### src/rtl/cdb_arbiter_if.sv
// cdb_arbiter_if -- bundles the two result-request channels and the
// common data bus broadcast of the CDB arbiter.
//
// Signals (directions seen from the arbiter, i.e. the slave modport):
//   ALU_sgn, ALU_name, ALU_value : in  ALU result request {tag, value}
//   ALU_rdy                      : out ALU queue can take a request this cycle
//   LSB_sgn, LSB_name, LSB_value : in  load/store result request {tag, value}
//   LSB_rdy                      : out LSB queue can take a request this cycle
//   CDB_sgn, CDB_name, CDB_value : out registered broadcast (sgn = valid pulse)
//   CDB_src                      : out source of the broadcast, 0 = ALU, 1 = LSB
// The master modport is the requester/listener side (execution units, ROB).
interface cdb_arbiter_if #(
  parameter int ROB_W = 4
);
  logic             ALU_sgn;
  logic [ROB_W-1:0] ALU_name;
  logic [31:0]      ALU_value;
  logic             ALU_rdy;

  logic             LSB_sgn;
  logic [ROB_W-1:0] LSB_name;
  logic [31:0]      LSB_value;
  logic             LSB_rdy;

  logic             CDB_sgn;
  logic [ROB_W-1:0] CDB_name;
  logic [31:0]      CDB_value;
  logic             CDB_src;

  modport master (
    output ALU_sgn, ALU_name, ALU_value,
    output LSB_sgn, LSB_name, LSB_value,
    input  ALU_rdy, LSB_rdy,
    input  CDB_sgn, CDB_name, CDB_value, CDB_src
  );

  modport slave (
    input  ALU_sgn, ALU_name, ALU_value,
    input  LSB_sgn, LSB_name, LSB_value,
    output ALU_rdy, LSB_rdy,
    output CDB_sgn, CDB_name, CDB_value, CDB_src
  );
endinterface

### src/rtl/cdb_arbiter.sv
// cdb_arbiter -- common data bus arbiter. The ALU and the LSB each own a
// 2-entry request FIFO; every enabled cycle at most one queue head is popped
// and broadcast on the registered CDB for exactly one cycle.
//
// Ports:
//   clk   : clock, all state changes on the rising edge
//   rst   : asynchronous active-low reset
//   rdy   : global enable; when low every register holds (clear included)
//   clear : misprediction flush, empties both queues, no broadcast
//   bus   : cdb_arbiter_if.slave -- request channels, X_rdy, CDB outputs
//
// Configuration macro CDB_RR_EN:
//   defined   -> ties between two non-empty queues go round-robin
//                (the source other than last_grant wins)
//   undefined -> ties always go to the LSB; last_grant is still tracked
module cdb_arbiter #(
  parameter int ROB_W = 4
) (
  input  logic         clk,
  input  logic         rst,
  input  logic         rdy,
  input  logic         clear,
  cdb_arbiter_if.slave bus
);

  // Request queue storage (data only, never reset) and control state.
  logic [ROB_W-1:0] alu_name_q  [2];
  logic [31:0]      alu_value_q [2];
  logic [ROB_W-1:0] lsb_name_q  [2];
  logic [31:0]      lsb_value_q [2];
  logic [1:0]       alu_cnt, lsb_cnt;
  logic             alu_rp, alu_wp, lsb_rp, lsb_wp;
  logic             last_grant;

  logic             alu_rdy, lsb_rdy;
  logic             alu_ne, lsb_ne;
  logic             alu_push, lsb_push, alu_pop, lsb_pop;
  logic             tie_lsb, pick_lsb, grant;
  logic [ROB_W-1:0] head_name;
  logic [31:0]      head_value;

  // Broadcast register stage.
  logic             vld_p1;
  logic [ROB_W-1:0] name_p1;
  logic [31:0]      value_p1;
  logic             src_p1;

  assign alu_rdy = (alu_cnt < 2'd2);
  assign lsb_rdy = (lsb_cnt < 2'd2);
  assign alu_ne  = (alu_cnt != 2'd0);
  assign lsb_ne  = (lsb_cnt != 2'd0);

  // A request while the queue is full is simply not taken; the requester
  // keeps presenting it until X_rdy returns.
  assign alu_push = bus.ALU_sgn & alu_rdy & rdy & ~clear;
  assign lsb_push = bus.LSB_sgn & lsb_rdy & rdy & ~clear;

`ifdef CDB_RR_EN
  assign tie_lsb = ~last_grant;
`else
  logic unused_last_grant;
  assign unused_last_grant = last_grant;
  assign tie_lsb = 1'b1;
`endif

  // Arbitration looks only at the pre-edge counts, so a request pushed this
  // edge is never broadcast before the following edge.
  assign pick_lsb = lsb_ne & (~alu_ne | tie_lsb);
  assign grant    = alu_ne | lsb_ne;
  assign alu_pop  = rdy & ~clear & alu_ne & ~pick_lsb;
  assign lsb_pop  = rdy & ~clear & pick_lsb;

  assign head_name  = pick_lsb ? lsb_name_q[lsb_rp]  : alu_name_q[alu_rp];
  assign head_value = pick_lsb ? lsb_value_q[lsb_rp] : alu_value_q[alu_rp];

  // Queue storage: written on an accepted push only.
  always_ff @(posedge clk) begin
    if (alu_push) begin
      alu_name_q[alu_wp]  <= bus.ALU_name;
      alu_value_q[alu_wp] <= bus.ALU_value;
    end
    if (lsb_push) begin
      lsb_name_q[lsb_wp]  <= bus.LSB_name;
      lsb_value_q[lsb_wp] <= bus.LSB_value;
    end
  end

  // Queue control. A push and a pop on one queue at the same edge leave the
  // count unchanged; that only arises with one entry held.
  always_ff @(posedge clk or negedge rst) begin
    if (!rst) begin
      alu_cnt <= 2'd0;
      alu_rp  <= 1'b0;
      alu_wp  <= 1'b0;
      lsb_cnt <= 2'd0;
      lsb_rp  <= 1'b0;
      lsb_wp  <= 1'b0;
    end else if (rdy) begin
      if (clear) begin
        alu_cnt <= 2'd0;
        alu_rp  <= 1'b0;
        alu_wp  <= 1'b0;
        lsb_cnt <= 2'd0;
        lsb_rp  <= 1'b0;
        lsb_wp  <= 1'b0;
      end else begin
        if (alu_push) alu_wp <= ~alu_wp;
        if (alu_pop)  alu_rp <= ~alu_rp;
        if (lsb_push) lsb_wp <= ~lsb_wp;
        if (lsb_pop)  lsb_rp <= ~lsb_rp;
        alu_cnt <= alu_cnt + {1'b0, alu_push} - {1'b0, alu_pop};
        lsb_cnt <= lsb_cnt + {1'b0, lsb_push} - {1'b0, lsb_pop};
      end
    end
  end

  // ---- stage p1: queue head -> registered CDB broadcast ----
  // last_grant resets to LSB so the first tie under round-robin goes to ALU.
  always_ff @(posedge clk or negedge rst) begin
    if (!rst) begin
      vld_p1     <= 1'b0;
      name_p1    <= '0;
      value_p1   <= '0;
      src_p1     <= 1'b0;
      last_grant <= 1'b1;
    end else if (rdy) begin
      if (clear) begin
        vld_p1     <= 1'b0;
        last_grant <= 1'b1;
      end else if (grant) begin
        vld_p1     <= 1'b1;
        name_p1    <= head_name;
        value_p1   <= head_value;
        src_p1     <= pick_lsb;
        last_grant <= pick_lsb;
      end else begin
        vld_p1 <= 1'b0;
      end
    end
  end

  assign bus.ALU_rdy   = alu_rdy;
  assign bus.LSB_rdy   = lsb_rdy;
  assign bus.CDB_sgn   = vld_p1;
  assign bus.CDB_name  = name_p1;
  assign bus.CDB_value = value_p1;
  assign bus.CDB_src   = src_p1;

endmodule
### src/flat_wrapper.sv
// flat-port wrapper written by rule: the top's interface ports become plain ports
module cdb_arbiter_flat 
#(
  parameter int ROB_W = 4
)
  (clk, rst, rdy, clear, bus_ALU_sgn, bus_ALU_name, bus_ALU_value, bus_LSB_sgn, bus_LSB_name, bus_LSB_value, bus_ALU_rdy, bus_LSB_rdy, bus_CDB_sgn, bus_CDB_name, bus_CDB_value, bus_CDB_src);
  cdb_arbiter_if #(.ROB_W(ROB_W)) bus_i ();
  input  logic clk;
  input  logic rst;
  input  logic rdy;
  input  logic clear;
  input wire logic [$bits(bus_i.ALU_sgn)-1:0] bus_ALU_sgn;
  input wire logic [$bits(bus_i.ALU_name)-1:0] bus_ALU_name;
  input wire logic [$bits(bus_i.ALU_value)-1:0] bus_ALU_value;
  input wire logic [$bits(bus_i.LSB_sgn)-1:0] bus_LSB_sgn;
  input wire logic [$bits(bus_i.LSB_name)-1:0] bus_LSB_name;
  input wire logic [$bits(bus_i.LSB_value)-1:0] bus_LSB_value;
  output wire logic [$bits(bus_i.ALU_rdy)-1:0] bus_ALU_rdy;
  output wire logic [$bits(bus_i.LSB_rdy)-1:0] bus_LSB_rdy;
  output wire logic [$bits(bus_i.CDB_sgn)-1:0] bus_CDB_sgn;
  output wire logic [$bits(bus_i.CDB_name)-1:0] bus_CDB_name;
  output wire logic [$bits(bus_i.CDB_value)-1:0] bus_CDB_value;
  output wire logic [$bits(bus_i.CDB_src)-1:0] bus_CDB_src;
  assign bus_i.ALU_sgn = bus_ALU_sgn;
  assign bus_i.ALU_name = bus_ALU_name;
  assign bus_i.ALU_value = bus_ALU_value;
  assign bus_i.LSB_sgn = bus_LSB_sgn;
  assign bus_i.LSB_name = bus_LSB_name;
  assign bus_i.LSB_value = bus_LSB_value;
  assign bus_ALU_rdy = bus_i.ALU_rdy;
  assign bus_LSB_rdy = bus_i.LSB_rdy;
  assign bus_CDB_sgn = bus_i.CDB_sgn;
  assign bus_CDB_name = bus_i.CDB_name;
  assign bus_CDB_value = bus_i.CDB_value;
  assign bus_CDB_src = bus_i.CDB_src;
  cdb_arbiter #(.ROB_W(ROB_W)) u_core (.clk(clk), .rst(rst), .rdy(rdy), .clear(clear), .bus(bus_i));
endmodule
### config.mk
export PLATFORM = sky130hd
export DESIGN_NAME = cdb_arbiter_flat
export DESIGN_NICKNAME = d
export VERILOG_FILES = /design/src/rtl/cdb_arbiter_if.sv /design/src/rtl/cdb_arbiter.sv /design/src/flat_wrapper.sv
export SDC_FILE = /design/constraint.sdc
export NUM_CORES = 1
export LEC_CHECK = 0
export CAP_MARGIN = 10
export CORE_MARGIN = 3
export CORE_UTILIZATION = 48
export DETAILED_ROUTE_END_ITERATION = 8
export GPL_TIMING_DRIVEN = 0
export MAX_ROUTING_LAYER = met4
export PLACE_DENSITY = 0.81
export REMOVE_ABC_BUFFERS = 1
export SLEW_MARGIN = 20
export SYNTH_ARGS = -nofsm -noshare
export SYNTH_HDL_FRONTEND = slang
export SYNTH_SLANG_ARGS = --single-unit
### constraint.sdc
create_clock -name clk -period 3.65 [get_ports clk]
set_input_delay 0.9125 -clock clk [delete_from_list [all_inputs] [get_ports clk]]
set_output_delay 0.9125 -clock clk [all_outputs]
set_load 0.02 [all_outputs]
==> results.json, run 1 <==
{
  "drt_pre_antenna_iters": 4,
  "fmaxAchievable_ghz": 0.3124,
  "start_util_pct": 50.07,
  "drive_above_1_share_pct": 15.76,
  "slew_headroom_pct": 44.75,
  "ys_types": 27,
  "crit_slowest_cell": "clkdlybuf4s50_1",
  "synth_warnings": 0,
  "clock_latency_ns": 0.43,
  "cts_resized": 0,
  "post-route-worst-setup-slack_ns": 0.4493,
  "ys_seq_area_share_pct": 73.57,
  "std_cell_rows": 44,
  "vias": 4314,
  "fin_worst_skew_ns": 0.009787,
  "grt_pass1_vias": 4540,
  "pre_cts_slack_ns": 0.008517,
  "cts.sinks": 190,
  "htreeDepth": 4,
  "finalSetupViolCount": 0,
  "drt-initial-drc-count": 288,
  "slew_violations": 0,
  "post_cts_buffers": 0,
  "crit_path_max_incr_delay_ns": 0.76,
  "numPlacedInstances": 780,
  "grt_pass1_wl_um": 22710,
  "track_usage_pct": 18.40,
  "final_util_pct": 63.11,
  "start_kind": "input pin",
  "die-area_um2": 17030,
  "synth_cells": 487,
  "rsz0062_at_grt": "no",
  "p_seq_share_pct": 43.8,
  "vdd.ir_drop.worst_mv": 0.4809,
  "multi_input_area_um2": 1734,
  "switchingPower_mw": 2.086,
  "cp-end-kind": "flip-flop",
  "antenna_cells": 0,
  "static-leakage-power_nw": 3.336,
  "p_per_area_nw_per_um2": 703.3,
  "final_hold_viol_count": 0,
  "switching_share_pct": 31.61,
  "worstPathArrival_ns": 3.33,
  "pwr-share-comb_pct": 30.3,
  "clkPwrFrac_pct": 25.9,
  "synth.avg_cell_area_um2": 15.28,
  "grt-ovfl-total": 0,
  "cts_buffer_depth": 2,
  "seq_area_um2": 5478,
  "crit_type": "in2reg",
  "worst_pin_slew_ns": 0.8288,
  "ctsHoldBuffers": 0,
  "die_h_um": 130.5,
  "ys_ff_latch": 190,
  "required_ns": 3.78,
  "cp_cell_sequence": "clkdlybuf4s50_1 > nand2b_1 > nor3_2 > buf_4 > buf_4",
  "detail-route-antenna-nets": 0,
  "avgRoutedWirePerCell_um": 18.37,
  "finalNonFillerCells": 812,
  "maxCapViolCount": 0,
  "finalCritPeriodShare_pct": 87.69,
  "crit_fanout": 15,
  "io_pins": 118,
  "grt_antenna_before_repair": 0,
  "fin_nets": 697,
  "path_clk_slew_ns": 0.07,
  "cts_made_buffers": 17,
  "cts_tree": "built",
  "finalPower_mw": 6.598,
  "internal_power_mw": 4.512,
  "syn2layout_area_growth_pct": 26.06,
  "period_minus_slack_ns": 3.201,
  "routabilityCongestion": 0.7276,
  "die_x_um": 130.5,
  "grt_max_degree": 76,
  "drt-total-wl_um": 14910,
  "drc": 0,
  "root_buffer": "clkbuf_16",
  "hp-class": "reg2reg",
  "cp_top_family": "buffers and inverters",
  "dp_hpwl_um": 10140,
  "synth_area_um2": 7442,
  "status": "complete, no violations",
  "core_um2": 14860,
  "cp_common_cell": "buf_4",
  "nFillCells": 1092,
  "port_buffers": 117,
  "path_buf_inv": 3,
  "via_per_inst": 5.313
}
-- power by group through the flow --
| stage | Clock [mW] | Combinational (mW) | Sequential (mW) |
|---|---|---|---|
| detailed placement | 0 | 2.02 | 2.94 |
| CTS | 1.74 | 2.03 | 2.89 |
| finish | 1.71 | 2.00 | 2.89 |
| global placement | 0 | 1.86 | 3.00 |
| floorplan | 0 | 0.873 | 3.19 |
| global route | 1.82 | 2.18 | 2.93 |
-- cell usage in the layout (no fill, tap or decap), drive strengths merged --
cell type / Yosys / layout
nor2: 6 / 6
buf: 23 / 19
dfrtp: 46 / 46
nor3: 5 / 5
clkinvlp: 0 / 4
mux2i: 36 / 36
nand2b: 3 / 3
clkbuf: 3 / 21
o21ai: 79 / 79
nor3b: 4 / 4
nor2b: 1 / 1
xnor2: 2 / 2
a21oi: 4 / 4
mux2: 38 / 38
ha: 4 / 4
clkinv: 0 / 5
clkdlybuf4s50: 0 / 116
nand2: 74 / 74
inv: 9 / 11
a21o: 1 / 1
edfxtp: 144 / 144
or2: 1 / 1
o22ai: 4 / 4
-- per-stage QoR --
stage	hold WS, ns	instance area [µm²]	TNS (ns)
after floorplan	0.5384	7216	-81.07
after global placement	0.4657	8617	-470.55
after detailed placement	0.4754	8827	0
after CTS	0.4906	9382	0
after global routing	0.5086	9382	0
final	0.4851	9382	0
-- metal layers --
metal | vias up | routed length, µm | track usage [%]
li1 | 2037 | - | -
met1 | 2133 | 6053 | 21.33
met2 | 129 | 7892 | 31.34
met3 | 15 | 797 | 4.512
met4 | 0 | 170 | 6.534
met5 | - | 0 | -
-- tightest hold or removal path, delay by kind of cell (launching register included) --
kind | cells | cell delay [ns]
DFF | 1 | 0.34
AOI/OAI and AO/OA | 1 | 0.06
and+or+nand+nor | 1 | 0.05
-- state kept, by name (all words and copies together), names as in the netlist --
name / count
u_core.alu_value_q: 64
u_core.alu_name_q: 8
u_core.bus.CDB_value: 32
u_core.bus.CDB_name: 4
u_core.lsb_wp: 1
u_core.lsb_name_q: 8
u_core.lsb_cnt: 2
u_core.alu_rp: 1
u_core.lsb_value_q: 64
u_core.alu_cnt: 2
u_core.lsb_rp: 1
u_core.bus.CDB_src: 1
u_core.alu_wp: 1
u_core.bus.CDB_sgn: 1
-- kinds of logic after synthesis --
logic type,share of synthesized area (%)
adders and majority gates,0.6725
buffers and inverters,3.497
DFF,73.57
and+or+nand+nor,5.363
muxes,10.64
AOI/OAI and AO/OA,6.019
xor gates and xnor gates,0.2354
-- cells in the mapped netlist --
cell / n / area [µm²]
a21o_1: 1 / 7.510
a21oi_1: 4 / 20.02
buf_2: 4 / 20.02
buf_4: 6 / 45.04
buf_6: 13 / 146.4
clkbuf_1: 2 / 7.510
clkbuf_4: 1 / 7.510
dfrtp_1: 46 / 1151
edfxtp_1: 144 / 4324
ha_1: 4 / 50.05
inv_1: 9 / 33.78
mux2_2: 37 / 416.7
mux2_4: 1 / 15.01
mux2i_1: 36 / 360.4
nand2_1: 74 / 277.8
nand2b_1: 3 / 18.77
nor2_1: 4 / 15.01
nor2_2: 2 / 12.51
nor2b_1: 1 / 6.260
nor3_1: 4 / 20.02
nor3_2: 1 / 10.01
nor3b_1: 4 / 30.03
o21ai_0: 6 / 30.03
o21ai_1: 73 / 365.4
o22ai_1: 4 / 25.02
or2_4: 1 / 8.760
xnor2_1: 2 / 17.52
-- cell type report --
class	instances	share of cell area, %
well taps	184	2.454
clock inverters	11	0.8936
repair buffers	135	14.40
clock buffers	21	5.015
inverters	9	0.3601
flip-flops and latches	190	58.39
multi-input cells	262	18.48
-- path summary, 6_finish.rpt --
check / cells past startpoint / endpoint / from / slack [ns]
max in group asynchronous: 1 / u_core.lsb_rp / rst / 2.63
setup reg to reg: 9 / u_core.alu_cnt[1] / u_core.lsb_cnt[1] / 1.22
min in group asynchronous: 1 / u_core.bus.CDB_sgn / rst / 0.54
setup / recovery: 5 / u_core.alu_name_q[1][0] / rdy / 0.45
hold reg to reg: 2 / u_core.bus.CDB_value[0] / u_core.bus.CDB_value[0] / 0.49
hold / removal: 2 / u_core.bus.CDB_value[0] / u_core.bus.CDB_value[0] / 0.49
Power figures use the tool's default switching activity.
==> inputs of run 2 (changes only) <==
--- a/config.mk
+++ b/config.mk
@@ -12,6 +12,7 @@
 export GPL_TIMING_DRIVEN = 0
 export MAX_ROUTING_LAYER = met4
 export PLACE_DENSITY = 0.81
+export RECOVER_POWER = 25
 export REMOVE_ABC_BUFFERS = 1
 export SLEW_MARGIN = 20
 export SYNTH_ARGS = -nofsm -noshare
==> run 2 against run 1 <==
Net effect: first-iteration DRC count grew 2.8%; clock power hardly changed; total power about the same; sequential share of layout area barely moved; wire length about the same; maximum frequency is 0.22% lower; utilization hardly changed; via count stayed put.
==> results.json, run 2 (synthesized netlist as in run 1, its figures left out) <==
{
  "drive_above_1_share_pct": 15.76,
  "gr-usage-met3_pct": 4.512,
  "detail-route-antenna-nets": 0,
  "root_buffer": "clkbuf_16",
  "drt-initial-drc-count": 296,
  "cp_cell_sequence": "clkdlybuf4s50_1 > nand2b_1 > nor3_2 > buf_4 > buf_4",
  "finalCritPeriodShare_pct": 87.88,
  "rsz0062_at_grt": "no",
  "cp-end-kind": "flip-flop",
  "worstPathArrival_ns": 3.33,
  "cts_made_buffers": 17,
  "fmaxAchievable_ghz": 0.3118,
  "fin_nets": 697,
  "vdd.ir_drop.worst_mv": 0.4809,
  "start_util_pct": 50.07,
  "cp_top_family": "buffers and inverters",
  "path_buf_inv": 3,
  "top_usage_layer": "met2",
  "period_minus_slack_ns": 3.208,
  "die-area_um2": 17030,
  "htreeDepth": 4,
  "post_cts_buffers": 0,
  "status": "complete, no violations",
  "io_pins": 118,
  "gr-usage-met1_pct": 21.33,
  "drt_pre_antenna_iters": 4,
  "ctsHoldBuffers": 0,
  "finalSetupViolCount": 0,
  "cp_common_cell": "buf_4",
  "fin_worst_skew_ns": 0.009155,
  "crit_path_max_incr_delay_ns": 0.77,
  "post-route-worst-setup-slack_ns": 0.4424,
  "syn2layout_area_growth_pct": 26.03,
  "grt_pass1_wl_um": 22710,
  "static-leakage-power_nw": 3.344,
  "worst_pin_slew_ns": 1.371,
  "start_kind": "input pin",
  "dp_hpwl_um": 10140,
  "layout.cells.most_common": "edfxtp_1",
  "std_cell_rows": 44,
  "die_x_um": 130.5,
  "drt-total-wl_um": 14920,
  "slew_headroom_pct": 8.623,
  "grt-ovfl-total": 0,
  "antenna_cells": 0,
  "vias": 4314,
  "clock_latency_ns": 0.42,
  "grt_antenna_before_repair": 0,
  "crit_type": "in2reg",
  "avgRoutedWirePerCell_um": 18.37,
  "maxCapViolCount": 0,
  "hold_slack_ns": 0.4850,
  "startpoint": "rdy",
  "finalInstanceArea_um2": 9379,
  "die_h_um": 130.5,
  "port_buffers": 117,
  "slew_violations": 0,
  "crit_slowest_cell": "clkdlybuf4s50_1",
  "cts_buffer_depth": 2,
  "required_ns": 3.78,
  "pre_cts_slack_ns": 0.008517,
  "grt_pass1_vias": 4540,
  "path_clk_slew_ns": 0.07,
  "core_um2": 14860,
  "cts_tree": "built",
  "drc": 0,
  "use_met2_pct": 31.34,
  "hp-class": "reg2reg",
  "grt_max_degree": 76,
  "track_usage_pct": 18.40,
  "via_per_inst": 5.313,
  "cts.sinks": 190,
  "final_cell_mix": "edfxtp_1 (144), clkdlybuf4s50_1 (86), nand2_1 (74), o21ai_1 (73), dfrtp_1 (44)",
  "worstHoldStart": "u_core.bus.CDB_value[0]",
  "final_hold_viol_count": 0,
  "routabilityCongestion": 0.7276,
  "p_per_area_nw_per_um2": 702.9,
  "cts_resized": 0,
  "crit_fanout": 15,
  "place_area_um2": 8827,
  "r2r-start": "u_core.lsb_cnt[1]"
}
[run 2: per-stage QoR]
step,power [mW],utilization [%],instances,TNS (ns)
floorplan,4.061,-,461,-81.07
global placement,4.856,57.97,762,-470.55
detailed placement,4.961,59.39,780,0
CTS,6.664,63.11,812,0
global route,6.923,63.10,812,0
finish,6.592,63.10,812,0
[run 2: path summary, 6_finish.rpt]
check,to,slack [ns],cells after the start
max,u_core.alu_name_q[1][0],0.44,5
min,u_core.bus.CDB_value[0],0.48,2
max reg2reg,u_core.alu_cnt[1],1.21,9
min reg2reg,u_core.bus.CDB_value[0],0.48,2
max in group asynchronous,u_core.lsb_rp,1.95,1
min in group asynchronous,u_core.bus.CDB_sgn,0.80,1
[run 2: cell type report]
type,count,area [µm²]
clock buffer,21,470.5
clock inverter,11,83.83
sequential,190,5478
timing repair buffer,135,1349
tap,184,230.2
inverter,9,33.78
fill,1092,5485
multi-input combinational,262,1734
[run 2: metal layers]
| metal | vias to the layer above | wire [µm] | part of all wire, % |
|---|---|---|---|
| met5 | - | 0 | 0 |
| met4 | 0 | 170 | 1.1 |
| met3 | 15 | 741 | 5.0 |
| met2 | 132 | 7895 | 53 |
| met1 | 2129 | 6113 | 41 |
| li1 | 2038 | - | - |
[run 2: worst register-to-register path: cells and delay by family, from the launching register on]
family	cells	cell delay, ns
DFF	1	0.44
and+or+nand+nor	3	0.93
xor gates and xnor gates	1	0.19
buffers and inverters	1	0.04
AOI/OAI and AO/OA	2	0.21
adders and majority gates	2	0.51
[run 2: power breakdown]
group	internal (mW)	leakage, nW	total (mW)	switching, mW
Clock	0.930	0.262	1.71	0.775
Sequential	2.66	1.88	2.89	0.233
Combinational	0.918	1.20	2.00	1.08
==> inputs of run 3 (changes only) <==
--- a/config.mk
+++ b/config.mk
@@ -7,11 +7,11 @@
 export LEC_CHECK = 0
 export CAP_MARGIN = 10
 export CORE_MARGIN = 3
-export CORE_UTILIZATION = 48
+export CORE_UTILIZATION = 53
 export DETAILED_ROUTE_END_ITERATION = 8
 export GPL_TIMING_DRIVEN = 0
 export MAX_ROUTING_LAYER = met4
-export PLACE_DENSITY = 0.81
+export PLACE_DENSITY = 0.85
 export RECOVER_POWER = 25
 export REMOVE_ABC_BUFFERS = 1
 export SLEW_MARGIN = 20
==> constraint.sdc (replaced) <==
create_clock -name clk -period 2.97 [get_ports clk]
set_input_delay 0.7425 -clock clk [delete_from_list [all_inputs] [get_ports clk]]
set_output_delay 0.7425 -clock clk [all_outputs]
set_load 0.02 [all_outputs]
==> run 3 against run 2 <==
Net effect: die area decreased by 9.0%; clock skew decreased by 0.0017 ns; critical path type unchanged; critical path depth increased by 1; highest routed layer unchanged.
==> results.json, run 3 (synthesized netlist as in run 1, its figures left out) <==
{
  "status": "complete, no violations",
  "grt_max_degree": 76,
  "ff2ff_setup_slack_ns": 0.60,
  "pwr-share-comb_pct": 28.6,
  "vias": 4262,
  "dp_hpwl_um": 9711,
  "start_kind": "input pin",
  "io_pins": 118,
  "core_um2": 13510,
  "htreeDepth": 4,
  "detail-route-antenna-nets": 0,
  "maxCapViolCount": 0,
  "drc": 0,
  "switchingPower_mw": 2.579,
  "drt-total-wl_um": 14540,
  "finalInstanceArea_um2": 9400,
  "root_buffer": "clkbuf_16",
  "r2r_cells": 9,
  "drt-initial-drc-count": 296,
  "std_cell_rows": 42,
  "via_per_inst": 5.294,
  "finalSetupViolCount": 0,
  "die-area_um2": 15500,
  "rsz0062_at_grt": "no",
  "internal_power_mw": 5.656,
  "worstHoldStart": "u_core.bus.CDB_value[4]",
  "place_area_um2": 8807,
  "post_cts_buffers": 0,
  "cts_made_buffers": 17,
  "syn2layout_area_growth_pct": 26.31,
  "layout.cells.most_common": "edfxtp_1",
  "p_per_area_nw_per_um2": 876.0,
  "cts.sinks": 190,
  "routabilityCongestion": 0.8011,
  "cp_common_cell": "buf_4",
  "switching_share_pct": 31.31,
  "crit_path_max_incr_delay_ns": 0.77,
  "p_seq_share_pct": 43.9,
  "vdd.ir_drop.worst_mv": 0.5929,
  "worst_pin_slew_ns": 1.312,
  "port_buffers": 117,
  "cp-end-kind": "flip-flop",
  "die_h_um": 124.5,
  "avgRoutedWirePerCell_um": 18.06,
  "fin_worst_skew_ns": 0.007412,
  "hp-class": "reg2reg",
  "startpoint": "rdy",
  "slew_headroom_pct": 12.52,
  "antenna_cells": 0,
  "cp_cell_sequence": "clkdlybuf4s50_1 > nand2b_1 > nor3_2 > buf_4 > buf_6 > buf_4",
  "period_minus_slack_ns": 2.838,
  "cts_tree": "built",
  "ctsHoldBuffers": 0,
  "drive_above_1_share_pct": 15.90,
  "clkPwrFrac_pct": 27.5,
  "slew_violations": 0,
  "grt-ovfl-total": 0,
  "path_clk_slew_ns": 0.06,
  "final_cell_mix": "edfxtp_1 (144), clkdlybuf4s50_1 (86), nand2_1 (74), o21ai_1 (73), dfrtp_1 (44)",
  "static-leakage-power_nw": 3.364,
  "drt_pre_antenna_iters": 4,
  "finalCritPeriodShare_pct": 95.57,
  "die_x_um": 124.5,
  "hold_path_depth": 2,
  "crit_type": "in2reg",
  "clock_latency_ns": 0.43,
  "grt_antenna_before_repair": 0,
  "required_ns": 3.10,
  "track_usage_pct": 20.20,
  "final_util_pct": 69.60,
  "r2r-start": "u_core.lsb_cnt[1]",
  "cts_resized": 0,
  "start_util_pct": 55.10,
  "grt_pass1_vias": 4486,
  "cts_buffer_depth": 2,
  "final_hold_viol_count": 0,
  "crit_fanout": 15,
  "worstPathArrival_ns": 2.97,
  "crit_slowest_cell": "clkdlybuf4s50_1",
  "fmaxAchievable_ghz": 0.3523,
  "grt_pass1_wl_um": 23480,
  "fin_nets": 698
}
run 3: path summary, 6_finish.rpt:
check,to
worst min-delay path,u_core.bus.CDB_value[4]
worst max register to register,u_core.alu_cnt[1]
worst min register to register,u_core.bus.CDB_value[4]
worst max-delay path,u_core.alu_value_q[0][3]
min in group asynchronous,u_core.alu_rp
max in group asynchronous,u_core.lsb_rp
run 3: layout make-up:
class,count,area [µm²]
fill,865,4105
tap,176,220.2
clock inverter,13,152.6
clock buffer,19,442.9
timing repair buffer,136,1336
sequential,190,5480
inverter,9,33.78
multi-input combinational,262,1734
run 3: power by group through the flow:
stage          clock network, mW  logic (mW)  registers, mW
3_5_place_dp                   0        2.38           3.68
6_report                    2.26        2.35           3.62
3_3_place_gp                   0        2.27           3.69
2_1_floorplan                  0        1.07           3.92
5_1_grt                     2.41        2.57           3.67
4_1_cts                     2.31        2.39           3.62
run 3: per-layer routing:
| layer | part of all wire, % | global-route usage, % | vias to the layer above |
|---|---|---|---|
| met5 | 0 | - | - |
| met4 | 1.8 | 6.705 | 0 |
| met3 | 5.0 | 4.588 | 23 |
| met2 | 52 | 33.17 | 131 |
| met1 | 42 | 25.05 | 2072 |
| li1 | - | - | 2036 |
run 3: through the flow:
stage	setup TNS, ns	setup WS (ns)	std cells	hold WS, ns	power [mW]
after detailed placement	-8.708	-0.2490	773	0.4748	6.053
after CTS	0	0.1711	805	0.3556	8.319
after global routing	0	0.001092	805	0.5210	8.655
after floorplan	-154.51	-1.073	461	0.4469	4.991
after global placement	-577.67	-3.912	754	0.4667	5.957
final	0	0.1315	805	0.4829	8.234
run 3: critical path: cells and delay by family:
| kind | cells | cell delay [ns] |
|---|---|---|
| buffers and inverters | 4 | 1.38 |
| and+or+nand+nor | 2 | 0.83 |
